**src/rtl/spike_event_encoder.sv**
```systemverilog
// rtl/spike_event_encoder.sv - neuron spike stream to AER event words with per-timestep markers and counts
// Event words are buffered in a FIFO whose head word is held in output registers.
module spike_event_encoder #(
    parameter int DEPTH      = 256,
    parameter int FIFO_DEPTH = 16,
    parameter int ADDR_W     = $clog2(DEPTH)
) (
    input  logic              clk,
    input  logic              rst,
    input  logic              valid_in,
    input  logic              spike_in,
    input  logic              ts_start,
    output logic              ev_valid,
    input  logic              ev_ready,
    output logic [ADDR_W-1:0] ev_addr,
    output logic              ev_spike,
    output logic              ev_last,
    output logic              ts_done,
    output logic [ADDR_W:0]   ts_spike_count,
    output logic              overflow,
    input  logic              clear_overflow
);
    localparam int PTR_W  = $clog2(FIFO_DEPTH);
    localparam int CNT_W  = ADDR_W + 1;
    localparam int WORD_W = ADDR_W + 2;
    localparam logic [ADDR_W-1:0] LAST_IDX = ADDR_W'(DEPTH - 1);
    localparam logic [PTR_W:0]    FULL_OCC = (PTR_W + 1)'(FIFO_DEPTH);
    localparam logic [PTR_W:0]    ONE_OCC  = (PTR_W + 1)'(1);

    logic [ADDR_W-1:0] idx;
    logic [CNT_W-1:0]  run_count;

    logic [ADDR_W-1:0] cur_idx;
    logic [CNT_W-1:0]  cur_count;
    logic [CNT_W-1:0]  sample_count;
    logic              is_last;
    logic              push_req;

    // ts_start re-aligns the index/count before the same-cycle sample is interpreted
    always_comb begin
        cur_idx      = ts_start ? '0 : idx;
        cur_count    = ts_start ? '0 : run_count;
        is_last      = (cur_idx == LAST_IDX);
        sample_count = cur_count + CNT_W'(spike_in);
        push_req     = valid_in && (spike_in || is_last);
    end

    always_ff @(posedge clk or negedge rst) begin
        if (!rst) begin
            idx            <= '0;
            run_count      <= '0;
            ts_spike_count <= '0;
            ts_done        <= 1'b0;
        end else begin
            ts_done <= valid_in && is_last;
            if (valid_in) begin
                if (is_last) begin
                    idx            <= '0;
                    run_count      <= '0;
                    ts_spike_count <= sample_count;
                end else begin
                    idx       <= cur_idx + ADDR_W'(1);
                    run_count <= sample_count;
                end
            end else if (ts_start) begin
                idx       <= '0;
                run_count <= '0;
            end
        end
    end

    logic [WORD_W-1:0] mem [FIFO_DEPTH];
    logic [PTR_W-1:0]  rd_ptr;
    logic [PTR_W-1:0]  wr_ptr;
    logic [PTR_W:0]    occ;
    logic [PTR_W:0]    occ_next;
    logic              pop;
    logic              push_acc;
    logic              drop;
    logic [WORD_W-1:0] push_word;
    logic [WORD_W-1:0] head_next;

    always_comb begin
        pop       = ev_valid && ev_ready;
        push_acc  = push_req && ((occ != FULL_OCC) || pop);
        drop      = push_req && !push_acc;
        push_word = {cur_idx, spike_in, is_last};
        occ_next  = occ + (PTR_W + 1)'(push_acc) - (PTR_W + 1)'(pop);
        head_next = {ev_addr, ev_spike, ev_last};
        // The incoming word becomes head only when nothing older survives this cycle
        if (push_acc && ((occ == '0) || ((occ == ONE_OCC) && pop))) begin
            head_next = push_word;
        end else if (pop) begin
            head_next = mem[rd_ptr + PTR_W'(1)];
        end
    end

    always_ff @(posedge clk or negedge rst) begin
        if (!rst) begin
            rd_ptr   <= '0;
            wr_ptr   <= '0;
            occ      <= '0;
            ev_valid <= 1'b0;
            ev_addr  <= '0;
            ev_spike <= 1'b0;
            ev_last  <= 1'b0;
            overflow <= 1'b0;
        end else begin
            if (push_acc) begin
                wr_ptr <= wr_ptr + PTR_W'(1);
            end
            if (pop) begin
                rd_ptr <= rd_ptr + PTR_W'(1);
            end
            occ                         <= occ_next;
            ev_valid                    <= (occ_next != '0);
            {ev_addr, ev_spike, ev_last} <= head_next;
            if (drop) begin
                overflow <= 1'b1;
            end else if (clear_overflow) begin
                overflow <= 1'b0;
            end
        end
    end

    always_ff @(posedge clk) begin
        if (push_acc) begin
            mem[wr_ptr] <= push_word;
        end
    end
endmodule

```
**config.mk**
```make
export PLATFORM = sky130hd
export DESIGN_NAME = spike_event_encoder
export DESIGN_NICKNAME = d
export VERILOG_FILES = /design/src/rtl/spike_event_encoder.sv
export SDC_FILE = /design/constraint.sdc
export NUM_CORES = 1
export LEC_CHECK = 0
export BUFFER_PORTS_ARGS = -buffer_cell sky130_fd_sc_hd__buf_4
export CAP_MARGIN = 0
export CORE_UTILIZATION = 44
export CTS_BUF_LIST = sky130_fd_sc_hd__clkbuf_4 sky130_fd_sc_hd__clkbuf_8 sky130_fd_sc_hd__clkbuf_16
export DETAILED_ROUTE_END_ITERATION = 16
export PLACE_DENSITY_LB_ADDON = 0.2
export REMOVE_ABC_BUFFERS = 1
export SLEW_MARGIN = 20
export SYNTH_ARGS = -nofsm -noshare
export SYNTH_HDL_FRONTEND = slang
export SYNTH_SLANG_ARGS = --single-unit
```
**constraint.sdc**
```tcl
create_clock -name clk -period 2.65 [get_ports clk]
set_input_delay 0.53 -clock clk [delete_from_list [all_inputs] [get_ports clk]]
set_output_delay 0.53 -clock clk [all_outputs]
set_load 0.01 [all_outputs]
```
# Word-level counts from Yosys, hierarchy flattened
# Memory sizes are Yosys's and may differ from the RTL's.
# Index checks and enable logic that the tools add are counted.
# word_totals
output_inout_bits,22
reg_bits,52
n_memories,1
mem_bits_rw,160
inputBits,7
# classes
n_mux,12
n_eq_ne,3
add_sub_neg,6
n_reduce_logical,16
# mem_list
memory,words,word_bits,read_ports,rd_clocked_by_memory_dff,wr,line,text
mem,16,10,1,0,1,72,logic [WORD_W-1:0] mem [FIFO_DEPTH];
# ops
cell,count
$mux 9,3
$mux 8,3
$mux 10,2
$add 9x1->9,1
$add 4x1->4 const B,2
$add 8x1->8 const B,1
$eq 8x8->1 const B,1
$logic_and 1x1->1,7
$add 5x1->5,1
$eq 5x1->1 const B,1
$logic_not 5->1,1
$ne 5x5->1 const B,1
$reduce_bool 5->1,1
$sub 5x1->5,1
$mux 1,4
$reduce_bool 2->1,2
$logic_or 1x1->1,3
$reduce_and 2->1,1
$logic_not 1->1,1

# Longest topological paths before layout
# logic_depth
ltp_word,8
mapped_depth,16
ltp_nobuf,15

# Worst setup path after synthesis
# No wires, ideal clock.
# synth_path
kind,in2reg
start,input port ts_start
end,"memory mem[3][0] (netlist bit), enable pin"
path_slack_ns,-0.664
t_arrival_ns,2.924
stages,9
t_required_ns,2.260
path_cell_list,clkbuf_1 > nand2b_1 > inv_1 > ha_1 > and3b_1 > a41oi_4 > nor2_2 > nand2_1 > nor3_1
# synth_via
elab_chain_len,7
# synth_lines
item,line,text
from (decl),12,"input logic ts_start,"
$mux 8,--,
named net cur_idx[1],33,logic [ADDR_W-1:0] cur_idx;
$eq 8x8->1,43,is_last = (cur_idx == LAST_IDX);
$logic_or 1x1->1,45,push_req = valid_in && (spike_in || is_last);
$logic_and 1x1->1,45,
$logic_and 1x1->1,85,push_acc = push_req && ((occ != FULL_OCC) || pop);
$mux 1,127,if (push_acc) begin
$mux 1 (not written as such),128,mem[wr_ptr] <= push_word;
to (decl),72,
# The timed path passes the listed nets, and every way through them passes these cells.

# Worst setup path after layout
# layout_path
start,register rd_ptr[1]
end,register ev_addr[7]
# layout_via
elab_chain_len,4
# layout_lines
item,line,text
from (decl),73,logic [PTR_W-1:0] rd_ptr;
from (signal assigned),113,rd_ptr <= rd_ptr + PTR_W'(1);
$add 4x1->4,94,head_next = mem[rd_ptr + PTR_W'(1)];
$mem_v2 16x10,--,
$mux 10,93,end else if (pop) begin
$mux 10,91,if (push_acc && ((occ == '0) || ((occ == ONE_OCC) && pop))) begin
to (signal assigned),117,"{ev_addr, ev_spike, ev_last} <= head_next;"
to (decl),15,"output logic [ADDR_W-1:0] ev_addr,"
# Every way passes these cells. The select of a mux whose other input is x is not followed.
# A chain may end at the register's enable or synchronous reset.

==> qor.json <==
{
  "min_period_over_period": {"value": 0.968},
  "fmax": {"value": 0.390, "unit": "GHz"},
  "count_of_routing_violations_after_the_opening_detailed_route_iteration": {"value": 328},
  "leakagePower": {"value": 4.02, "unit": "nW"},
  "setup.worst_path.end_class": {"value": "flip-flop"},
  "synth.cell_area": {"value": 8960, "unit": "um2"},
  "total_power": {"value": 10.8, "unit": "mW"},
  "hold_class": {"value": "in2async"},
  "final_setup_violation_count": {"value": 0},
  "wl_met1": {"value": 8240, "unit": "um"},
  "nets": {"value": 677},
  "path_cells": {"value": "ha_1 -> and2b_1 -> a32oi_2 -> buf_4 -> o22ai_1 -> nor4_1 -> buf_4 -> o22ai_1"},
  "gr-total-overflow": {"value": 0},
  "dr.max_layer_used": {"value": "met4"},
  "post_synth.cell_area_avg": {"value": 15.9, "unit": "um2"},
  "worstMarginPinSlew": {"value": 692, "unit": "ps"},
  "count_of_pins_on_the_block_boundary": {"value": 29},
  "postSynthCellCount": {"value": 565},
  "final_cell_area": {"value": 10600, "unit": "um2"},
  "clk_pin_slew_worst_paths": {"value": 60, "unit": "ps"},
  "die_outline_area": {"value": 20900, "unit": "um2"},
  "rr_startpoint": {"value": "rd_ptr[1]$_DFFE_PN0P_"},
  "drt-pass1-iter-count": {"value": 5},
  "die_height": {"value": 145, "unit": "um"},
  "drt-total-wl": {"value": 19200, "unit": "um"},
  "ctsLongestPathBuffers": {"value": 3},
  "synthToLayoutAreaGrowth": {"value": 18.8, "unit": "%"},
  "fp.coreArea": {"value": 19700, "unit": "um2"},
  "dr_wl_met2": {"value": 9500, "unit": "um"},
  "crit_arrival": {"value": 2930, "unit": "ps"},
  "numPortBuffers": {"value": 28},
  "clock_sinks": {"value": 212},
  "setup_slack": {"value": 85.1, "unit": "ps"},
  "place.detailed.instances": {"value": 890},
  "synth_enable_flop_cells": {"value": 160},
  "power.density_cell_area": {"value": 1010, "unit": "nW/um2"},
  "relSlewSlack": {"value": 0.539},
  "yosysUniqueCellTypes": {"value": 56},
  "whs": {"value": 72.5, "unit": "ps"},
  "tritoncts.num_buffers": {"value": 23},
  "async_flop_share": {"value": 0.245},
  "cp_max_fo": {"value": 10},
  "worst_setup_path_start_kind": {"value": "flip-flop"},
  "vdd_drop_max": {"value": 0.660, "unit": "mV"},
  "initial_core_util": {"value": 0.454},
  "grt_start_max_net_pins": {"value": 53},
  "synthFlopType": {"value": "sky130_fd_sc_hd__edfxtp_1"},
  "timing.setup.critical_path_class": {"value": "reg2reg"},
  "postPlaceCellArea": {"value": 9810, "unit": "um2"},
  "final_cell_count_no_fill": {"value": 936},
  "route.detailed.vias_per_inst": {"value": 5.47},
  "synth.top_cells.by_count": {"value": "160 x sky130_fd_sc_hd__edfxtp_1, 52 x sky130_fd_sc_hd__dfrtp_1, 41 x sky130_fd_sc_hd__inv_1, 40 x sky130_fd_sc_hd__mux4_2, 37 x sky130_fd_sc_hd__nand2_1"},
  "gpl_wtd_cong": {"value": 0.810},
  "worst_path_largest_cell_delay": {"value": 480, "unit": "ps"},
  "antenna_violating_nets_post_route": {"value": 0},
  "die_w": {"value": 145, "unit": "um"},
  "detail_route.drc_violations": {"value": 0},
  "grt_util_all_layers": {"value": 0.195},
  "ys_top_cells_by_area": {"value": "sky130_fd_sc_hd__edfxtp_1 54%, sky130_fd_sc_hd__dfrtp_1 15%, sky130_fd_sc_hd__mux4_2 10%"},
  "antenna_cells_inserted": {"value": 0},
  "avgRoutedWirePerCell": {"value": 20.5, "unit": "um"},
  "critPathLaunch": {"value": "rd_ptr[1]$_DFFE_PN0P_"},
  "clock-root-buffer": {"value": "sky130_fd_sc_hd__clkbuf_16"},
  "timing.final.crit_period": {"value": 2560, "unit": "ps"},
  "ys.warnings.count": {"value": 0},
  "postCtsHoldBufs": {"value": 0},
  "final.setup_skew": {"value": 22.3, "unit": "ps"},
  "fillers": {"value": 1584},
  "rsz0062_at_grt": {"value": "yes"},
  "dp_hpwl": {"value": 12500, "unit": "um"},
  "maxCapViolations": {"value": 0},
  "dr_total_vias": {"value": 5121},
  "pre_cts_slack": {"value": -329, "unit": "ps"},
  "dr_wl_met3": {"value": 951, "unit": "um"},
  "vias_in_the_first_global_route": {"value": 5240},
  "outcome": {"value": "finished, final reports clean"},
  "number_of_failing_hold_endpoints_at_the_final_stage": {"value": 0},
  "drive_above_1_share": {"value": 0.289},
  "synth_largest_area_cell": {"value": "sky130_fd_sc_hd__edfxtp_1"},
  "maxSlewViolCount": {"value": 0},
  "synth_top_area_frac": {"value": 0.536},
  "core.rowCount": {"value": 51},
  "cts_tree": {"value": "yes"},
  "worst_path_dominant_cell_family": {"value": "simple AND/OR/NAND/NOR gates"},
  "ys_seq_elements": {"value": 212},
  "yosys.cell_count.top_type": {"value": "sky130_fd_sc_hd__edfxtp_1"},
  "grt_pass1_wl": {"value": 29600, "unit": "um"},
  "clkLatencyLatePin": {"value": 510, "unit": "ps"},
  "ctsHtreeMaxLevel": {"value": 1},
  "synth.yosys.seq_area_share": {"value": 0.681},
  "grt_antenna_before_repair": {"value": 0},
  "worstPathBufferInverterCount": {"value": 2},
  "cp.required": {"value": 3020, "unit": "ps"},
  "crit_path_top_delay_cell": {"value": "sky130_fd_sc_hd__dfrtp_1"}
}
## state kept, by name, indices dropped and copies added, names as in the netlist
name            count
mem               160
run_count           9
ts_spike_count      9
ev_addr             8
idx                 8
occ                 5
rd_ptr              4
wr_ptr              4
ev_last             1
ev_spike            1
ev_valid            1
overflow            1
ts_done             1
## layer usage
layer	track usage	up-vias
met5	0	-
met4	0.0587	0
met3	0.0316	40
met2	0.322	135
met1	0.267	2612
li1	-	2334
## per-stage QoR
stage | TNS (ps) | util
2_1_floorplan | -55150 | -
3_3_place_gp | -282 | 0.498
3_5_place_dp | -822 | 0.498
4_1_cts | 0 | 0.537
5_1_grt | -58.5 | 0.540
6_report | 0 | 0.540
## timing repair
item                                    in CTS  in global routing
cloned                                       0                  0
pin swaps                                    3                 12
endpoints found under the setup margin       1                  2
buffers inserted                             1                  5
resized for setup                            4                  7
## cell type report
type                            count  area [um2]  area share
Clock buffer                       27         606      0.0569
Clock inverter                     13         149      0.0140
Inverter                           41         154      0.0145
Multi-Input combinational cell    287        2590       0.243
Sequential cell                   212        6110       0.574
Tap cell                          265         332      0.0311
Timing Repair Buffer               91         712      0.0669
## cell usage in the layout, fill, tap and decap left out, types with 3 or more instances in the layout
| master | instances |
|---|---|
| sky130_fd_sc_hd__o22ai_1 | 23 |
| sky130_fd_sc_hd__edfxtp_1 | 160 |
| sky130_fd_sc_hd__nor4_1 | 9 |
| sky130_fd_sc_hd__mux2_2 | 3 |
| sky130_fd_sc_hd__nor3_1 | 10 |
| sky130_fd_sc_hd__a22oi_1 | 3 |
| sky130_fd_sc_hd__xor2_1 | 5 |
| sky130_fd_sc_hd__clkbuf_4 | 4 |
| sky130_fd_sc_hd__nor2b_1 | 8 |
| sky130_fd_sc_hd__o31ai_1 | 4 |
| sky130_fd_sc_hd__nand2_1 | 37 |
| sky130_fd_sc_hd__inv_1 | 39 |
| sky130_fd_sc_hd__o21ai_0 | 19 |
| sky130_fd_sc_hd__mux4_2 | 40 |
| sky130_fd_sc_hd__nand2b_1 | 8 |
| sky130_fd_sc_hd__clkinv_2 | 6 |
| sky130_fd_sc_hd__a21boi_0 | 21 |
| sky130_fd_sc_hd__clkbuf_16 | 23 |
| sky130_fd_sc_hd__buf_4 | 88 |
| sky130_fd_sc_hd__xnor2_1 | 15 |
| sky130_fd_sc_hd__dfrtp_1 | 51 |
| sky130_fd_sc_hd__ha_1 | 11 |
| sky130_fd_sc_hd__bufinv_16 | 3 |
| sky130_fd_sc_hd__nor2_1 | 23 |
| sky130_fd_sc_hd__nand3_1 | 4 |
| sky130_fd_sc_hd__nand4_1 | 5 |
## worst paths after layout
| check | endpoint | slack, ps | cells after the start |
|---|---|---|---|
| min in group clk | overflow$_DFFE_PN0P_ | 230 | 2 |
| setup / recovery | ev_addr[7]$_DFFE_PN0P_ | 90 | 8 |
| max in group asynchronous | rd_ptr[0]$_DFFE_PN0P_ | 2070 | 1 |
| hold reg to reg | ts_spike_count[4]$_DFFE_PN0P_ | 480 | 2 |
| hold / removal | ts_spike_count[1]$_DFFE_PN0P_ | 70 | 1 |
| setup reg to reg | ev_addr[7]$_DFFE_PN0P_ | 90 | 8 |
## cell families (layout without fill, tap and decap cells)
logic type                 Yosys count  count (layout)  synth area share
muxes                               43              43             0.104
buffers and inverters               66             172            0.0335
DFF                                212             212             0.681
AOI/OAI and AO/OA                   91              91            0.0741
and+or+nand+nor                    119             119            0.0667
adders and majority gates           14              14            0.0204
xor gates and xnor gates            20              20            0.0195
## where the power goes
part	internal, mW	switching (mW)	total, mW
Clock	1.93	1.27	3.20
Combinational	1.61	1.85	3.47
Sequential	3.89	0.230	4.12
Total	7.43	3.35	10.8
No activity file was read; power rests on OpenSTA's default activity.
